### config.mk
export PLATFORM = sky130hd
export DESIGN_NAME = secure_router_sched
export DESIGN_NICKNAME = d
export VERILOG_FILES = /design/src/rtl/secure_router_pkg.sv /design/src/rtl/rr_arbiter4.sv /design/src/rtl/secure_router_sched.sv
export SDC_FILE = /design/constraint.sdc
export NUM_CORES = 1
export LEC_CHECK = 0
export BUFFER_PORTS_ARGS = -buffer_cell sky130_fd_sc_hd__buf_2
export CORE_UTILIZATION = 52
export DETAILED_ROUTE_END_ITERATION = 7
export PLACE_DENSITY = 0.85
export SLEW_MARGIN = 25
export SYNTH_ARGS = -nofsm -noshare
export SYNTH_HDL_FRONTEND = slang
export SYNTH_HIERARCHICAL = 1
export SYNTH_SLANG_ARGS = --single-unit
### constraint.sdc
create_clock -name clk -period 4.9 [get_ports clk]
set_input_delay 0.245 -clock clk [delete_from_list [all_inputs] [get_ports clk]]
set_output_delay 0.245 -clock clk [all_outputs]
set_load 0.1 [all_outputs]
### src/rtl/secure_router_pkg.sv
// Shared types and helpers for the secure_router scheduler: FSM encoding,
// payload width and the even-parity generator.
package secure_router_pkg;

    localparam int DW = 6;

    typedef enum logic [1:0] {
        IDLE  = 2'd0,
        DRIVE = 2'd1,
        DONE  = 2'd2
    } state_t;

    function automatic logic par_even(input logic [DW-1:0] payload);
        return ^payload;
    endfunction

endpackage

### src/rtl/rr_arbiter4.sv
// Combinational 4-way round-robin arbiter; the search starts at ptr and wraps 3->0.
module rr_arbiter4 (
    input  logic [0:3] req,
    input  logic [1:0] ptr,
    output logic [0:3] win,
    output logic [1:0] win_idx
);

    logic [1:0] idx;

    always_comb begin
        win_idx = ptr;
        idx     = ptr;
        // Walk from the farthest offset back to ptr so the nearest requester wins.
        for (int off = 3; off >= 0; off--) begin
            idx = ptr + 2'(off);
            if (req[idx]) begin
                win_idx = idx;
            end
        end
        win          = '0;
        win[win_idx] = |req;
    end

endmodule

### src/rtl/secure_router_sched.sv
// Round-robin scheduler sharing the secure_router datapath among four requesters:
// captures the winner, appends even parity and holds one output port valid.
module secure_router_sched
    import secure_router_pkg::state_t;
    import secure_router_pkg::IDLE;
    import secure_router_pkg::DRIVE;
    import secure_router_pkg::DONE;
    import secure_router_pkg::par_even;
#(
    parameter int NREQ = 4,
    parameter int DW   = secure_router_pkg::DW,
    parameter int TMO  = 15
) (
    input  logic               clk,
    input  logic               rst_n,
    input  logic [0:NREQ-1]    req,
    input  logic [0:2*NREQ-1]  req_dst,
    input  logic [0:DW*NREQ-1] req_data,
    output logic [0:NREQ-1]    gnt,
    output logic [0:DW]        d_out0,
    output logic [0:DW]        d_out1,
    output logic [0:DW]        d_out2,
    output logic [0:DW]        d_out3,
    output logic [0:3]         d_vld,
    input  logic [0:3]         d_rdy,
    output logic               busy,
    output logic               err
);

    localparam logic [7:0] TMO_LAST = 8'(TMO - 1);

    state_t          state_q, state_d;
    logic [1:0]      ptr_q, ptr_d;
    logic [1:0]      dst_q, dst_d;
    logic [DW-1:0]   pay_q, pay_d;
    logic [7:0]      cnt_q, cnt_d;
    logic [0:NREQ-1] gnt_q, gnt_d;
    logic            err_q, err_d;
    logic            busy_q, busy_d;
    logic [0:3]      vld_q, vld_d;
    logic [0:DW]     port_q [4];
    logic [0:DW]     port_d [4];

    logic [0:3]      win;
    logic [1:0]      win_idx;

    rr_arbiter4 u_arb (
        .req     (req),
        .ptr     (ptr_q),
        .win     (win),
        .win_idx (win_idx)
    );

    always_comb begin
        state_d = state_q;
        ptr_d   = ptr_q;
        dst_d   = dst_q;
        pay_d   = pay_q;
        cnt_d   = cnt_q;
        gnt_d   = '0;
        err_d   = 1'b0;
        case (state_q)
            IDLE: begin
                if (|req) begin
                    state_d = DRIVE;
                    ptr_d   = win_idx + 2'd1;
                    dst_d   = req_dst[2*win_idx +: 2];
                    pay_d   = req_data[DW*win_idx +: DW];
                    gnt_d   = win;
                    cnt_d   = '0;
                end
            end
            DRIVE: begin
                // Acceptance takes precedence over a coincident timeout.
                if (d_rdy[dst_q]) begin
                    state_d = DONE;
                end else if (cnt_q == TMO_LAST) begin
                    state_d = DONE;
                    err_d   = 1'b1;
                end else begin
                    cnt_d = cnt_q + 8'd1;
                end
            end
            DONE:    state_d = IDLE;
            default: state_d = IDLE;
        endcase
        busy_d = (state_d != IDLE);
    end

    // Outputs are decoded from the next state so they become valid on the grant edge.
    for (genvar gi = 0; gi < 4; gi++) begin : g_port
        assign vld_d[gi]  = (state_d == DRIVE) && (dst_d == 2'(gi));
        assign port_d[gi] = vld_d[gi] ? {pay_d, par_even(pay_d)} : '0;
    end

    always_ff @(posedge clk or negedge rst_n) begin
        if (!rst_n) begin
            state_q <= IDLE;
            ptr_q   <= '0;
            dst_q   <= '0;
            pay_q   <= '0;
            cnt_q   <= '0;
            gnt_q   <= '0;
            err_q   <= 1'b0;
            busy_q  <= 1'b0;
            vld_q   <= '0;
            for (int i = 0; i < 4; i++) begin
                port_q[i] <= '0;
            end
        end else begin
            state_q <= state_d;
            ptr_q   <= ptr_d;
            dst_q   <= dst_d;
            pay_q   <= pay_d;
            cnt_q   <= cnt_d;
            gnt_q   <= gnt_d;
            err_q   <= err_d;
            busy_q  <= busy_d;
            vld_q   <= vld_d;
            for (int i = 0; i < 4; i++) begin
                port_q[i] <= port_d[i];
            end
        end
    end

    assign gnt    = gnt_q;
    assign err    = err_q;
    assign busy   = busy_q;
    assign d_vld  = vld_q;
    assign d_out0 = port_q[0];
    assign d_out1 = port_q[1];
    assign d_out2 = port_q[2];
    assign d_out3 = port_q[3];

endmodule

# After elaboration in Yosys (flattened, before gate mapping)
# Cells that the tools add are included.
# W data, S select, Z words.
# classes
shifts	2
n_bitwise	9
n_mul	1
addsub	5
reduce_logical	13
n_lt_le_gt_ge	7
muxes	42
n_eq_ne	9
# ops
op	count
$not A3 Y33	1
$not A5 Y33	1
$shiftx A24 B33 Y25	1
$shiftx A8 B33 Y9	1
$mux W7	4
$mux W8	3
$ge A3 B3 Y1 const B	6
$mux W2	9
$not A2 Y3	6
$pmux W8 S2	1
$mux W1	14
$mux W6	2
$bmux W1 S2	5
$add A8 B1 Y8 const B	1
$eq A8 B4 Y1 const B	1
$mux W4	2
$eq A2 B1 Y1 const B	3
$ne A2 B2 Y1 const B	3
$reduce_xor A6 Y1	1
$logic_and A1 B1 Y1	5
$add A2 B1 Y2 const B	2
$add A2 B2 Y2 const B	2
$and A4 B4 Y4	1
$eq A2 B2 Y1 const B	2
other kinds (9)	11
# word_totals
word_cells	101
output_inout_bits	38
regBits	58

# Depth between registers and ports, before layout
# depth
depth_word	17
mapped_depth	16
depth_no_buf	12

# Cells and area by module
# The synthesis kept the hierarchy.
# by_module_without_submodules
mod	n_inst	cells_each	area_each_um2	seq_area_each_um2
secure_router_sched	1	243	2725.1	1451.4
rr_arbiter4	1	35	222.7	0.0

# Worst setup path after synthesis
# Ideal clock, no wire load.
# synth_path
path_kind	register -> register
start	register ptr_q[1]
end	register port_q (netlist bit d_out2[6])
slack_ns	1.361
n_path_buf	3
stages_incl_launch_ff	15
arrival_time_ns	3.463
setup_ns	0.076
cell_sequence	dfrtp_1 buf_4 o22ai_1 a222oi_1 buf_2 clkinv_1 ha_1 buf_6 mux4_2 and3_1 or4_4 o32ai_1 a31oi_4 xnor3_1 nor2_1
# synth_rtl
item	line_no	rtl
start, declared	secure_router_sched.sv:33	logic [1:0] ptr_q, ptr_d;
start signal, assigned	secure_router_sched.sv:112	ptr_q <= ptr_d;
end signal, assigned by index	secure_router_sched.sv:121	port_q[i] <= port_d[i];
end, declared	secure_router_sched.sv:41	logic [0:DW] port_q [4];

==> impl_metrics.csv <==
group,metric,value,unit
setup_path,reg2reg_to,"d_out2[6]",
clock_tree,clk_path_buf_depth,2,
setup_path,cp_num_buf_inv,1,
timing,tns,0,ns
layout,drive_gt1_share,32.2,%
setup_path,reg2reg_setup_slack,0.95,ns
hold_path,hp-class,"in -> async",
timing,min_period,3.95,ns
timing,fin_worst_skew,0.00706,ns
clock_tree,cts_root_buf,"clkbuf_8",
timing,clock.fmax,0.253,GHz
logic_synthesis,synth-edff-count,0,
drt,drtAntennaViolNets,0,
drt,first_pass_iters,5,
timing,setup_viol,0,
setup_path,max_stage_delay,0.75,ns
clock_tree,numCtsBuffers,9,
drt,num_vias,2435,
clock_tree,cts_resized,0,
drt,drt_iter0_markers,134,
setup_path,crit_type,"reg -> reg",
setup_path,r2r_start,"ptr_q[1]",
logic_synthesis,async_flop_share,100,%
timing,finalHoldViolCount,0,
timing,post-route-period-util,80.7,%
logic_synthesis,netlist_top_cells_area,"dfrtp_1 49%, mux2i_1 6.1%, mux4_2 6.1%",
logic_synthesis,syn_nets,324,
layout,syn_to_final_growth,20.6,%
drt,top_layer,"met4",
placement,place_congestion,0.891,
setup_path,crit_chain,"o22ai_1 -> a222oi_1 -> clkinv_1 -> ha_1 -> mux2i_1 -> o32ai_1 -> or4_4 -> o32ai_1 -> a31oi_4 -> xnor3_1 -> nor2_1",
floorplanning,rows,27,
setup_path,cpMaxStageDelayCell,"ha_1",
clock_tree,cts_tree,"built",
drt,via_per_inst,5.64,
floorplanning,dieArea,5970,sq um
setup_path,ff2ff_path_depth,11,
setup_path,path_common_cell,"o32ai_1",
logic_synthesis,avgSynthCellArea,10.6,sq um
placement,io_buffers,79,
drt,route.detailed.drc,0,
run_status,outcome,"finished, final reports clean",
clock_tree,clkLatencyLatePin,0.33,ns
clock_tree,clkSinkCount,58,
global_route,grt_max_degree,59,
logic_synthesis,yosysTopAreaCellShare,49.2,%
clock_tree,postCtsSetupRepairBufs,0,
layout,num-nets-final,401,
floorplanning,io_pins,80,
logic_synthesis,synth_area,2950,sq um
clock_tree,htreeDepth,3,
logic_synthesis,synth_seq_cells,58,
setup_path,endpoint_kind,"flip-flop",
drt,met3_length,375,um
timing,slew_violations,0,
drt,totalWireLength,6660,um
layout,antenna_cells,0,
setup_path,worstSetupStartpointType,"flip-flop",
global_route,antenna_found_initial,0,
floorplanning,die_y,77.3,um
timing,worst_slew_pin_slew,0.943,ns
logic_synthesis,yosys_warnings,6,
setup_path,arrival,4.21,ns
timing,slew_headroom,36.9,%
drt,routedWlPerCell,15.4,um
logic_synthesis,synth.distinct_cells,52,
drt,met2WireLength,3300,um
floorplanning,die_w,77.3,um
global_route,track_usage,23.8,%
run,maxCapViolCount,0,
logic_synthesis,seq_area_frac_synth,49.2,%
timing,rsz0062_at_grt,"no",
setup_path,cp_max_fo,18,
floorplanning,start_util,53.9,%
setup_path,cp_top_family,"compound AO/OA/AOI/OAI gates",
logic_synthesis,synth_largest_area_cell,"dfrtp_1",
setup_path,crit_required,5.15,ns
clock_tree,clk_pin_slew_worst_paths,0.06,ns
global_route,grt_pass1_vias,2250,
global_route,gr-total-overflow,0,
global_route,grt_first_pass_wirelength,10800,um
placement,dpl.hpwl,4720,um
logic_synthesis,synth_cells,278,
floorplanning,core_region_area,5470,sq um
drt,wl_met1,2830,um
logic_synthesis,ys.flop_type,"dfrtp_1",
clock_tree,cts-hold-fix-buffers,0,
Yosys cell counts, drive strengths merged (5+ instances only):
cell type and n:
a21oi 8, and3 6, buf 12, dfrtp 58, inv 18, mux2i 18, mux4 8, nand2 18
nor2 45, o21ai 12, o22ai 5
layout by cell type (no fill, tap or decap), drive strengths merged, types with 6 or more instances in the layout:
cell type / Yosys / routed
a21oi: 8 / 8
and3: 6 / 6
buf: 12 / 82
clkbuf: 4 / 14
dfrtp: 58 / 58
inv: 18 / 18
mux2i: 18 / 18
mux4: 8 / 8
nand2: 18 / 18
nor2: 45 / 45
o21ai: 12 / 12
flip-flops by register name, indices dropped and copies added (netlist names):
signal   flops
dst_q        2
d_out1       7
cnt_q        8
pay_q        6
d_vld        4
d_out3       7
ptr_q        2
busy         1
err          1
d_out2       7
d_out0       7
state_q      2
gnt          4
cell type report:
type	count	area, sq um
Clock buffer	14	163
Clock inverter	2	35.0
Timing Repair Buffer	82	418
Fill cell	440	1920
Tap cell	72	90.1
Inverter	20	76.3
Sequential cell	58	1450
Multi-Input combinational cell	184	1320
worst max path at each step:
stage / startpoint / end / slack [ns] / cells past startpoint
detailed placement: ptr_q[1] / d_out0[6] / 0.94 / 11
global placement: ptr_q[1] / d_out2[6] / 1.12 / 11
global route: ptr_q[1] / d_out1[6] / 0.66 / 11
finish: ptr_q[1] / d_out2[6] / 0.95 / 11
CTS: ptr_q[1] / d_out2[6] / 0.95 / 11
floorplan: ptr_q[1] / d_out2[6] / 1.36 / 14
routing by layer:
metal / vias to the layer above / track usage, %
met3: 17 / 6.07
met5: - / 0
met1: 1190 / 31.2
li1: 1129 / -
met2: 99 / 37.5
met4: 0 / 10.2
logic make-up (layout without fill, tap and decap cells):
kind of cell	after synthesis	count (layout)	synth area share (%)
simple gates	100	100	16.7
buf+inv	36	118	5.94
mux	27	27	12.6
flops	58	58	49.2
compound gates	46	46	11.3
xor+xnor	7	7	2.55
fa+ha+maj	4	4	1.70
stage by stage:
| step | std cells | setup WS [ns] | hold WS [ns] | utilization, % | instance area [sq um] |
|---|---|---|---|---|---|
| 6_report | 432 | 0.945 | 0.0366 | 65.0 | 3550 |
| 5_1_grt | 432 | 0.657 | 0.103 | 65.0 | 3550 |
| 4_1_cts | 432 | 0.953 | 0.0617 | 65.0 | 3550 |
| 3_5_place_dp | 416 | 0.944 | 0.419 | 61.3 | 3360 |
| 3_3_place_gp | 416 | 1.12 | 0.412 | 61.3 | 3360 |
| 2_1_floorplan | 278 | 1.36 | -0.0506 | - | 2950 |
Power is left out: the tool's default activity adds up to more than one toggle a clock period on the data nets, which glitch-free logic cannot reach.
